### src/rtl/mips_soc.sv
// mips_soc: switch-operand ALU with LED, 7-segment and UART result output.
// Define MIPS_UART_TX_EN to build the UART transmitter; otherwise uart_txd is tied 1.
module mips_soc #(
  parameter int SCAN_DIV = 12500,
  parameter int BAUD_DIV = 217
) (
  input  logic        clk_in,
  input  logic        sys_rstn,
  input  logic        uart_rxd,
  input  logic [7:0]  dip_switch0,
  input  logic [7:0]  dip_switch1,
  input  logic [7:0]  dip_switch2,
  input  logic [7:0]  dip_switch3,
  input  logic [7:0]  dip_switch4,
  input  logic [7:0]  dip_switch5,
  input  logic [7:0]  dip_switch6,
  input  logic [7:0]  dip_switch7,
  input  logic [7:0]  user_key,
  output logic        uart_txd,
  output logic [31:0] led_light,
  output logic [7:0]  digital_tube0,
  output logic [7:0]  digital_tube1,
  output logic [7:0]  digital_tube2,
  output logic [3:0]  digital_tube_sel0,
  output logic [3:0]  digital_tube_sel1,
  output logic        digital_tube_sel2
);

  localparam int SW = $clog2(SCAN_DIV + 1);

  logic [63:0]   sw_s1, sw_s2;
  logic [7:0]    key_s1, key_s2;
  logic [31:0]   r, r_nxt, a, b;
  logic [15:0]   r_hi;
  logic [2:0]    op;
  logic          op_v, run;
  logic [SW-1:0] scan_cnt;
  logic [1:0]    idx;
  logic          unused_ok;

  assign unused_ok = ^{uart_rxd};

  always_ff @(posedge clk_in or negedge sys_rstn) begin
    if (!sys_rstn) begin
      sw_s1  <= '0;
      sw_s2  <= '0;
      key_s1 <= '0;
      key_s2 <= '0;
      r      <= '0;
      run    <= 1'b0;
    end else begin
      sw_s1  <= {dip_switch7, dip_switch6, dip_switch5, dip_switch4,
                 dip_switch3, dip_switch2, dip_switch1, dip_switch0};
      sw_s2  <= sw_s1;
      key_s1 <= user_key;
      key_s2 <= key_s1;
      run    <= 1'b1;
      if (op_v) r <= r_nxt;
    end
  end

  assign a = sw_s2[31:0];
  assign b = sw_s2[63:32];

  // lowest pressed key wins
  always_comb begin
    op_v = 1'b0;
    op   = 3'd0;
    for (int i = 7; i >= 0; i--) begin
      if (!key_s2[i]) begin
        op_v = 1'b1;
        op   = i[2:0];
      end
    end
  end

  always_comb begin
    r_nxt = r;
    case (op)
      3'd0: r_nxt = a + b;
      3'd1: r_nxt = a - b;
      3'd2: r_nxt = a & b;
      3'd3: r_nxt = a | b;
      3'd4: r_nxt = a ^ b;
      3'd5: r_nxt = {31'd0, $signed(a) < $signed(b)};
      3'd6: r_nxt = a << b[4:0];
      3'd7: r_nxt = a >> b[4:0];
    endcase
  end

  always_ff @(posedge clk_in or negedge sys_rstn) begin
    if (!sys_rstn) begin
      scan_cnt <= '0;
      idx      <= 2'd0;
    end else if (scan_cnt == SW'(SCAN_DIV - 1)) begin
      scan_cnt <= '0;
      idx      <= idx + 2'd1;
    end else begin
      scan_cnt <= scan_cnt + 1'b1;
    end
  end

  function automatic logic [7:0] hex_seg(input logic [3:0] n);
    case (n)
      4'h0: return 8'hC0;
      4'h1: return 8'hF9;
      4'h2: return 8'hA4;
      4'h3: return 8'hB0;
      4'h4: return 8'h99;
      4'h5: return 8'h92;
      4'h6: return 8'h82;
      4'h7: return 8'hF8;
      4'h8: return 8'h80;
      4'h9: return 8'h90;
      4'hA: return 8'h88;
      4'hB: return 8'h83;
      4'hC: return 8'hC6;
      4'hD: return 8'hA1;
      4'hE: return 8'h86;
      default: return 8'h8E;
    endcase
  endfunction

  assign r_hi              = r[31:16];
  assign led_light         = ~r;
  assign digital_tube_sel0 = 4'b0001 << idx;
  assign digital_tube_sel1 = 4'b0001 << idx;
  assign digital_tube_sel2 = run;
  assign digital_tube0 = run ? hex_seg(r[{idx, 2'b00} +: 4]) : 8'hFF;
  assign digital_tube1 = run ? hex_seg(r_hi[{idx, 2'b00} +: 4]) : 8'hFF;
  assign digital_tube2 = (run && op_v) ? hex_seg({1'b0, op}) : 8'hFF;

`ifdef MIPS_UART_TX_EN
  localparam int BW = $clog2(BAUD_DIV + 1);

  typedef enum logic {TX_IDLE, TX_SEND} tx_st_t;

  tx_st_t        tx_st;
  logic [BW-1:0] tx_cnt;
  logic [8:0]    tx_sh;
  logic [23:0]   tx_buf;
  logic [3:0]    tx_bit;
  logic [1:0]    tx_byte, warm;
  logic          tx_pend, tx_set, txd_q;

  // warm==2 marks the edge where R first reflects the sampled inputs
  assign tx_set   = (op_v && (r_nxt != r)) || (warm == 2'd2);
  assign uart_txd = txd_q;

  always_ff @(posedge clk_in or negedge sys_rstn) begin
    if (!sys_rstn) begin
      tx_st   <= TX_IDLE;
      tx_cnt  <= '0;
      tx_sh   <= '1;
      tx_buf  <= '0;
      tx_bit  <= 4'd0;
      tx_byte <= 2'd0;
      warm    <= 2'd0;
      tx_pend <= 1'b0;
      txd_q   <= 1'b1;
    end else begin
      if (warm != 2'd3) warm <= warm + 2'd1;
      tx_pend <= tx_set | (tx_pend & (tx_st != TX_IDLE));
      case (tx_st)
        TX_IDLE: begin
          if (tx_pend) begin
            tx_st   <= TX_SEND;
            tx_sh   <= {1'b1, r[31:24]};
            tx_buf  <= r[23:0];
            tx_byte <= 2'd0;
            tx_bit  <= 4'd0;
            tx_cnt  <= '0;
            txd_q   <= 1'b0;
          end
        end
        TX_SEND: begin
          if (tx_cnt != BW'(BAUD_DIV - 1)) begin
            tx_cnt <= tx_cnt + 1'b1;
          end else begin
            tx_cnt <= '0;
            if (tx_bit != 4'd9) begin
              txd_q  <= tx_sh[0];
              tx_sh  <= {1'b1, tx_sh[8:1]};
              tx_bit <= tx_bit + 4'd1;
            end else if (tx_byte != 2'd3) begin
              tx_sh   <= {1'b1, tx_buf[23:16]};
              tx_buf  <= {tx_buf[15:0], 8'h00};
              tx_byte <= tx_byte + 2'd1;
              tx_bit  <= 4'd0;
              txd_q   <= 1'b0;
            end else begin
              tx_st <= TX_IDLE;
            end
          end
        end
      endcase
    end
  end
`else
  assign uart_txd = 1'b1;
`endif

endmodule

### config.mk
export PLATFORM = sky130hd
export DESIGN_NAME = mips_soc
export DESIGN_NICKNAME = d
export VERILOG_FILES = /design/src/rtl/mips_soc.sv
export SDC_FILE = /design/constraint.sdc
export NUM_CORES = 1
export LEC_CHECK = 0
export CAP_MARGIN = 20
export CORE_MARGIN = 2
export CORE_UTILIZATION = 40
export CTS_CLUSTER_SIZE = 8
export DETAILED_ROUTE_END_ITERATION = 7
export HOLD_SLACK_MARGIN = 0.08
export PLACE_DENSITY = 0.66
export SYNTH_ARGS = -nofsm -noshare
export SYNTH_HDL_FRONTEND = slang
export SYNTH_SLANG_ARGS = --single-unit
### constraint.sdc
create_clock -name clk_in -period 8 [get_ports clk_in]
set_input_delay 1.6 -clock clk_in [delete_from_list [all_inputs] [get_ports clk_in]]
set_output_delay 1.6 -clock clk_in [all_outputs]
set_load 0.005 [all_outputs]
Word level (Yosys, flattened, before mapping)

Memory sizes are Yosys's and may differ from the RTL's.
Cells that the tools add are included.

Bits in read-only memories: 280
Output and inout port bits: 66
Memories kept: 3
Bits in registers: 193
Word-level logic and storage cells: 56

$add $sub $neg: 4
Reductions and logical operators: 2
Order comparisons: 1
Equal/unequal tests: 8
Muxes and demuxes: 21
Shift operators: 5
Bitwise gates (word level): 4

Memory list:

| name            | words | bits a word | read ports | clocked after Yosys merged registers in | write ports | line | text |
|---|---|---|---|---|---|---|---|
| (no name shown) | 16    | 7           | 1          | 0                                       | 0           | 104  | `case (n)` |
| (no name shown) | 16    | 7           | 1          | 0                                       | 0           | 104  |  |
| (no name shown) | 8     | 7           | 1          | 0                                       | 0           | 104  |  |

Operators with widths:

| cell                  | number |
|---|---|
| $pmux 32 s8           | 1 |
| $add 32x32->32        | 1 |
| $and 32x32->32        | 1 |
| $lt 32x32->1          | 1 |
| $not 32->32           | 1 |
| $or 32x32->32         | 1 |
| $shiftx 32x5->4       | 1 |
| $shl 32x5->32         | 1 |
| $shr 32x5->32         | 1 |
| $sub 32x32->32        | 1 |
| $xor 32x32->32        | 1 |
| $mux 3                | 8 |
| $mux 8                | 3 |
| $shiftx 16x5->4       | 1 |
| $add 14x1->14 const B | 1 |
| $eq 14x14->1 const B  | 1 |
| $mux 14               | 1 |
| $eq 3x3->1 const B    | 4 |
| $mux 1                | 8 |
| $eq 3x2->1 const B    | 2 |
| $shl 1x2->4 const A   | 1 |
| $eq 3x1->1 const B    | 1 |
| $logic_not 3->1       | 1 |
| $add 2x1->2 const B   | 1 |
| $logic_and 1x1->1     | 1 |

Longest topological paths before layout

Gate-level depths: netlist of the first run.

Word-level depth: 10
Depth in mapped cells: 18

Worst setup path before layout of the first run

No wires, ideal clock.

Kind: reg2reg
Start point: reg sw_s2[34]
End point: reg r[29]
Cell stages (with the launch flop): 16
Buffers on the path: 5
Arrival: 4,161 ps
Slack: 3,721 ps
Library setup time: 118 ps
Data required time: 7,882 ps
Path through: dfrtp_1 buf_2 inv_2 buf_1 clkbuf_1 clkbuf_1 ha_1 buf_2 nand2b_1 o311ai_1 a2111oi_2 o2111ai_1 a221o_1 or4_4 a32o_1 a21o_1

Word-level cells in the longest chain between the ends: 2
Elaborated cells between the ends (all ways): 5
Those cells by class: 2 x add/sub; 2 x shift; 1 x mux

RTL lines:

| what                                         | line | text |
|---|---|---|
| start, declared                              | 31   | `logic [63:0] sw_s1, sw_s2;` |
| start signal, assigned                       | 54   | `sw_s2 <= sw_s1;` |
| $sub 32x32->32, or another cell as far along | 81   | `3'd1: r_nxt = a - b;` |
| $pmux 32 s8 (*)                              | 79   | `case (op)` |
| end signal, assigned                         | 58   | `if (op_v) r <= r_nxt;` |
| end, declared                                | 33   | `logic [31:0] r, r_nxt, a, b;` |

Mark *: on every way between the ends. The rest lies on a longest branch, timed or not.
A chain may end at the register's enable or synchronous reset.

Worst setup path in the final report of the first run

Start point: reg idx[0]
End point: out digital_tube0[1]

Word-level cells in the longest chain between the ends: 3

RTL lines:

| what                   | line | text |
|---|---|---|
| start, declared        | 38   | `logic [1:0] idx;` |
| start signal, assigned | 97   | `idx <= idx + 2'd1;` |
| $shiftx 32x5->4        | 129  | `assign digital_tube0 = run ? hex_seg(r[{idx, 2'b00} +: 4]) : 8'hFF;` |
| $mem_v2 16x7           | -    |  |
| $mux 8                 | 129  |  |
| end, declared          | 21   | `output logic [7:0] digital_tube0,` |

Every way passes these cells.

==> results of run 1 <==
registers in the layout, summed over array words and instances (netlist names):
register / count
key_s1: 8
sw_s1: 64
r: 32
scan_cnt: 14
idx: 2
sw_s2: 64
digital_tube_sel2: 1
key_s2: 8
final timing paths:
path	depth (start not counted)	to	startpoint	slack, ns
worst min register to register	0	sw_s2[41]	sw_s1[41]	0.34
worst max-delay path	5	digital_tube0[1]	idx[0]	3.18
worst min-delay path	0	sw_s2[41]	sw_s1[41]	0.34
worst max register to register	13	r[31]	sw_s2[33]	3.23
min in group asynchronous	1	sw_s1[27]	sys_rstn	1.05
max in group asynchronous	2	sw_s2[35]	sys_rstn	5.65
placed cells by master, fill, tap and decap left out, types with 17 or more instances in the layout:
cell and n:
a21oi_1 133, o211ai_1 39, ha_1 118, nand2b_1 17, xnor2_1 33, inv_1 139, and3_1 17, a221oi_1 18
nand2_1 211, clkdlybuf4s50_1 134, a211oi_1 29, mux2_2 17, clkbuf_16 17, nor3_1 35, buf_4 26, nand3_1 40
dfrtp_1 189, mux2i_1 59, a31oi_1 17, mux4_2 32, nor2_1 133, o21ai_0 131
critical path, stage by stage, from the launching register on:
cell and delay (ns):
dfrtp_1 0.73, mux4_2 0.65, inv_1 0.16, ha_1 0.27, o311ai_0 0.36, clkdlybuf4s50_1 0.57
per-layer routing:
layer	global-route usage	share of wire	vias to the layer above
li1	-	-	6558
met1	0.4083	0.44	7013
met2	0.4442	0.44	729
met3	0.06663	0.093	107
met4	0.1064	0.033	4
met5	0	0.00056	-
area by class of cell:
type | instances | area share
sequential | 193 | 0.2767
multi-input combinational | 1343 | 0.5337
inverter | 144 | 0.03092
clock inverter | 15 | 0.009161
clock buffer | 17 | 0.02433
tap | 511 | 0.03657
timing repair buffer | 161 | 0.08867
cells in the mapped netlist (18+ instances only):
library cell  number  area share
o211ai_1          39       0.019
nor2_1           136       0.034
xnor2_1           33       0.019
inv_1            139       0.034
nand3_1           40       0.013
a221oi_1          18       0.010
ha_1             118       0.097
mux4_2            32       0.047
mux2i_1           59       0.039
o21ai_0          131       0.043
clkbuf_1          74       0.018
dfrtp_1          193        0.32
nor3_1            35       0.012
a211oi_1          29       0.014
nand2_1          211       0.052
buf_2             19      0.0062
a21oi_1          133       0.044
cell families after synthesis:
group           after synthesis
xor+xnor                     39
buf+inv                     268
other cells                   1
fa+ha+maj                   120
mux                         108
compound gates              535
simple gates                536
flops                       193
metrics by stage:
stage / std cells / util / total power [mW] / area [µm²] / worst slack, ns
global placement: 2352 / 0.4497 / 2.123 / 16900 / 3.498
finish: 2384 / 0.4653 / 2.994 / 17480 / 3.183
floorplan: 1804 / - / 1.719 / 15230 / 3.721
detailed placement: 2352 / 0.4497 / 2.137 / 16900 / 3.457
global route: 2384 / 0.4653 / 3.161 / 17480 / 2.918
CTS: 2384 / 0.4653 / 3.001 / 17480 / 3.113
power by group:
part / leakage [nW] / internal (mW) / total (mW) / switching [mW]
combinational: 5.01 / 0.420 / 1.01 / 0.590
clock: 0.282 / 0.418 / 0.855 / 0.437
sequential: 2.27 / 1.05 / 1.13 / 0.0801
total: 7.56 / 1.89 / 2.99 / 1.11
==> results.toml, run 1 <==
[global_routing]
grt_max_degree = 79
grt_antenna_before_repair = 2
grt_pass1_vias = 13719
grt_pass1_wl_um = 85660
overflow = 0
grt_usage = 0.2932

[drt]
drc = 0
viasPerCell = 6.045
dr.pass1.iters = 5
wl_um = 57190
drtIter0Drc = 1695
vias = 14411
post_drt_wl_per_cell_um = 23.99
antenna_left = 0

[power]
powerDensity_mw_per_mm2 = 171.3
p_leak_nw = 7.563
ir_worst_vdd_uv = 154.7

[sta]
fin_crit_sh = 0.6021
slew_headroom = 0.1632
tightest_slew_ns = 1.242
finalSetupTns_ns = 0
maxSlewViolCount = 0
hold_viol_final = 0
setup_violations = 0
finalClockSkew_ns = 0.008740
grt_setup_unrepaired = "no"
timing.hold.ws_ns = 0.3414
fmax_mhz = 207.6
final.min_clock_period_ns = 4.817

[hold_path]
hold_class = "reg2reg"

[synth]
synth_xor_area_frac = 0.02245
synth_top_family_by_area = "compound AO/OA/AOI/OAI gates"
yosys_warnings = 0
synth_cell_type_count = 79
synthMuxAreaShare = 0.09875
synth_seq_cells = 193
synthCells = 1800
yosys.area_share.simple = 0.1595
synth_compound_area_frac = 0.2306
ys_seq_area_frac = 0.3174
synth_area_mm2 = 0.01522
synth-async-reset-ratio = 1.000
synthFlopType = "dfrtp_1"
synth-edff-count = 0
syn_area_per_cell_um2 = 8.454
synth_fa_ha_area_frac = 0.09965

[critical_path]
worstPathRequired_ns = 6.40
worstSetupStartpointType = "flip-flop"
worstPathMaxFanout = 11
path_class = "reg2out"
critPathCaptureType = "primary output"
arrival_ns = 3.22

[clocking]
clockRootBuffer = "clkbuf_16"
cts_tree = "built"
cts.sinks = 193
cts_buffers = 17
ctsResizeCount = 0
ctsHtreeMaxLevel = 4
post_cts_buffers = 0
cts_hold_buf = 0
clk_pin_slew_ns = 0.08
clock_path_buffers = 2
clock_latency_ns = 0.47

[place]
port_buffers = 135
gp_congestion = 1.028
place.detailed.hpwl_um = 43580

[die]
die_h_um = 199.0
num_rows = 71
design.core.area_mm2 = 0.03758
die_w_um = 199.0
die-area_mm2 = 0.03962
pin_count = 141
initial_core_util = 0.4050

[final_layout]
drive_gt1_frac = 0.07208
multi_input_area_mm2 = 0.009330
fillerInstances = 3714
fin_nets = 2055
n_antenna_cell = 0
area_growth_pct = 14.89
ff_latch_area_mm2 = 0.004837

[outcome]
status = "finished clean"

[job]
drv_cap = 0
(Power assumes the default switching activity.)
==> run 2: changes to the inputs <==
--- a/config.mk
+++ b/config.mk
@@ -11,7 +11,7 @@
 export CTS_CLUSTER_SIZE = 8
 export DETAILED_ROUTE_END_ITERATION = 7
 export HOLD_SLACK_MARGIN = 0.08
-export PLACE_DENSITY = 0.66
+export PLACE_DENSITY = 0.68
 export SYNTH_ARGS = -nofsm -noshare
 export SYNTH_HDL_FRONTEND = slang
 export SYNTH_SLANG_ARGS = --single-unit
==> constraint.sdc (replaced) <==
create_clock -name clk_in -period 4.3 [get_ports clk_in]
set_input_delay 0.86 -clock clk_in [delete_from_list [all_inputs] [get_ports clk_in]]
set_output_delay 0.86 -clock clk_in [all_outputs]
set_load 0.005 [all_outputs]
==> run 2 against run 1 <==
  * Count of clock-buffer cells in the layout rose by 2
  * Final cell count rose by 2.7%
  * Largest cell class unchanged
  * Via count rose by 2.4%
  * Sequential share of layout area fell by 0.82 points
  * Die area did not move
  * Combinational power rose by 98%
  * Sequential cell count did not move
  * Global-route usage rose by 1.0 points
  * Clock skew rose by 0.0035 ns
  * Critical path depth rose by 6
  * Non-clock buffer count rose by 64
  * Worst setup slack got worse by 2.8 ns
==> results.toml, run 2 (synthesized netlist as in run 1, its figures left out) <==
[place]
place_ws_ns = 0.4905
gp_congestion = 1.027
port_buffers = 135
place.detailed.hpwl_um = 46300
placed_area_mm2 = 0.01742

[clocking]
cts_buffers = 17
clk_pin_slew_ns = 0.07
cts.sinks = 193
clock_path_buffers = 2
cts_hold_buf = 0
ctsHtreeMaxLevel = 4
cts_tree = "built"
clockRootBuffer = "clkbuf_16"
clock_latency_ns = 0.47

[final_layout]
area_growth_pct = 18.42
largestRegisters = "sw_s1 (64), sw_s2 (64), r (32)"
drive_gt1_frac = 0.1022
n_antenna_cell = 0
fin_area_mm2 = 0.01802
fin_nets = 2119
mostFrequentLayoutCells = "nand2_1 (211), dfrtp_1 (188), inv_1 (139), nor2_1 (134), clkdlybuf4s50_1 (134)"
layout_commonest_cell = "nand2_1"

[sta]
final.min_clock_period_ns = 3.921
fmax_mhz = 255.0
hold_viol_final = 0
tightest_slew_ns = 1.168
finalSetupTns_ns = 0
setup_ws_ns = 0.3788
slew_headroom = 0.2130
setup_violations = 0
grt_setup_unrepaired = "no"
maxSlewViolCount = 0
fin_crit_sh = 0.9119
finalClockSkew_ns = 0.01226

[power]
powerDensity_mw_per_mm2 = 316.0
total_power_mw = 5.694
ir_worst_vdd_uv = 290.7
p_leak_nw = 7.897

[outcome]
status = "finished clean"

[critical_path]
path_class = "reg2reg"
worst_path_largest_cell_delay_ns = 0.79
arrival_ns = 4.25
critPathTopFamily = "compound AO/OA/AOI/OAI gates"
worstPathRequired_ns = 4.63
critPathCaptureType = "flip-flop"
path_buf_inv = 1
crit_chain = "inv_1, ha_1, nor2_1, o311ai_1, a211oi_1, a31oi_1, a21oi_1, a211oi_1, mux2i_1, a21oi_1, a22oi_1"
worstSetupStartpointType = "flip-flop"
cp_slowest_cell = "o311ai_1"
worstPathMaxFanout = 8

[drt]
drc = 0
wl_um = 59460
dr.pass1.iters = 6
viasPerCell = 6.025
drtIter0Drc = 1809
antenna_left = 0
vias = 14750
post_drt_wl_per_cell_um = 24.29

[global_routing]
grt_max_degree = 125
grt_antenna_before_repair = 1
overflow = 0
grt_pass1_wl_um = 88050
grt_usage = 0.3032
grt_pass1_vias = 13881

[die]
num_rows = 71
die-area_mm2 = 0.03962
initial_core_util = 0.4050
pin_count = 141
die_h_um = 199.0
design.core.area_mm2 = 0.03758
die_w_um = 199.0

[hold_path]
hold_class = "in2async"

[job]
drv_cap = 0
run 2: cell count changes in the layout (fill, tap and decap cells not counted), sizes merged:
cell and delta:
buf +64, inv -3, clkbuf +2, bufinv +1, clkinv +1, clkinvlp -1
run 2: metrics by stage:
stage / util / hold slack, ns / cells
finish: 0.4795 / 0.3326 / 2448
global route: 0.4795 / 0.3538 / 2448
CTS: 0.4795 / 0.3334 / 2448
detailed placement: 0.4636 / 0.3347 / 2416
global placement: 0.4636 / 0.3325 / 2416
floorplan: - / 0.3312 / 1804
run 2: path summary, 6_finish.rpt:
path	start	to	slack (ns)	cells past startpoint
max	sw_s2[1]	r[31]	0.38	11
min	sys_rstn	sw_s2[3]	0.33	1
max in group asynchronous	sys_rstn	sw_s2[54]	2.99	2
min reg2reg	sw_s1[7]	sw_s2[7]	0.35	0
max reg2reg	sw_s2[1]	r[31]	0.38	11
min in group clk_in	sw_s1[7]	sw_s2[7]	0.35	0
run 2: power by group:
group	switching (mW)	internal, mW	total [mW]
sequential	0.116	1.95	2.07
combinational	1.16	0.840	2.00
clock	0.780	0.851	1.63
run 2: per-layer routing:
| metal | GRT usage | vias up | wire length [µm] |
|---|---|---|---|
| met5 | 0 | - | 13 |
| met4 | 0.1039 | 2 | 1970 |
| met2 | 0.4664 | 761 | 26350 |
| met3 | 0.04917 | 104 | 4778 |
| li1 | - | 6687 | - |
| met1 | 0.4316 | 7196 | 26340 |
run 2: worst register-to-register path: cells and delay by family, from the launching register on:
| family | cells | cell delay (ns) |
|---|---|---|
| compound gates | 7 | 2.49 |
| fa+ha+maj | 1 | 0.36 |
| buf+inv | 1 | 0.17 |
| flops | 1 | 0.56 |
| simple gates | 1 | 0.08 |
| mux | 1 | 0.15 |
run 2: layout make-up:
class,count,area [µm²]
repair buffers,225,2068
multi-input cells,1343,9336
well taps,511,639.4
inverters,144,540.5
clock inverters,13,143.9
fillers,3643,19560
clock buffers,19,452.9
flip-flops and latches,193,4838
run 2: timing repair:
| action | 4_1_cts | 5_1_grt |
|---|---|---|
| endpoints found under the hold margin | 0 | 0 |
| setup endpoints to repair | 0 | 1 |
| gates resized for setup | 0 | 1 |
| setup buffers | 0 | 0 |
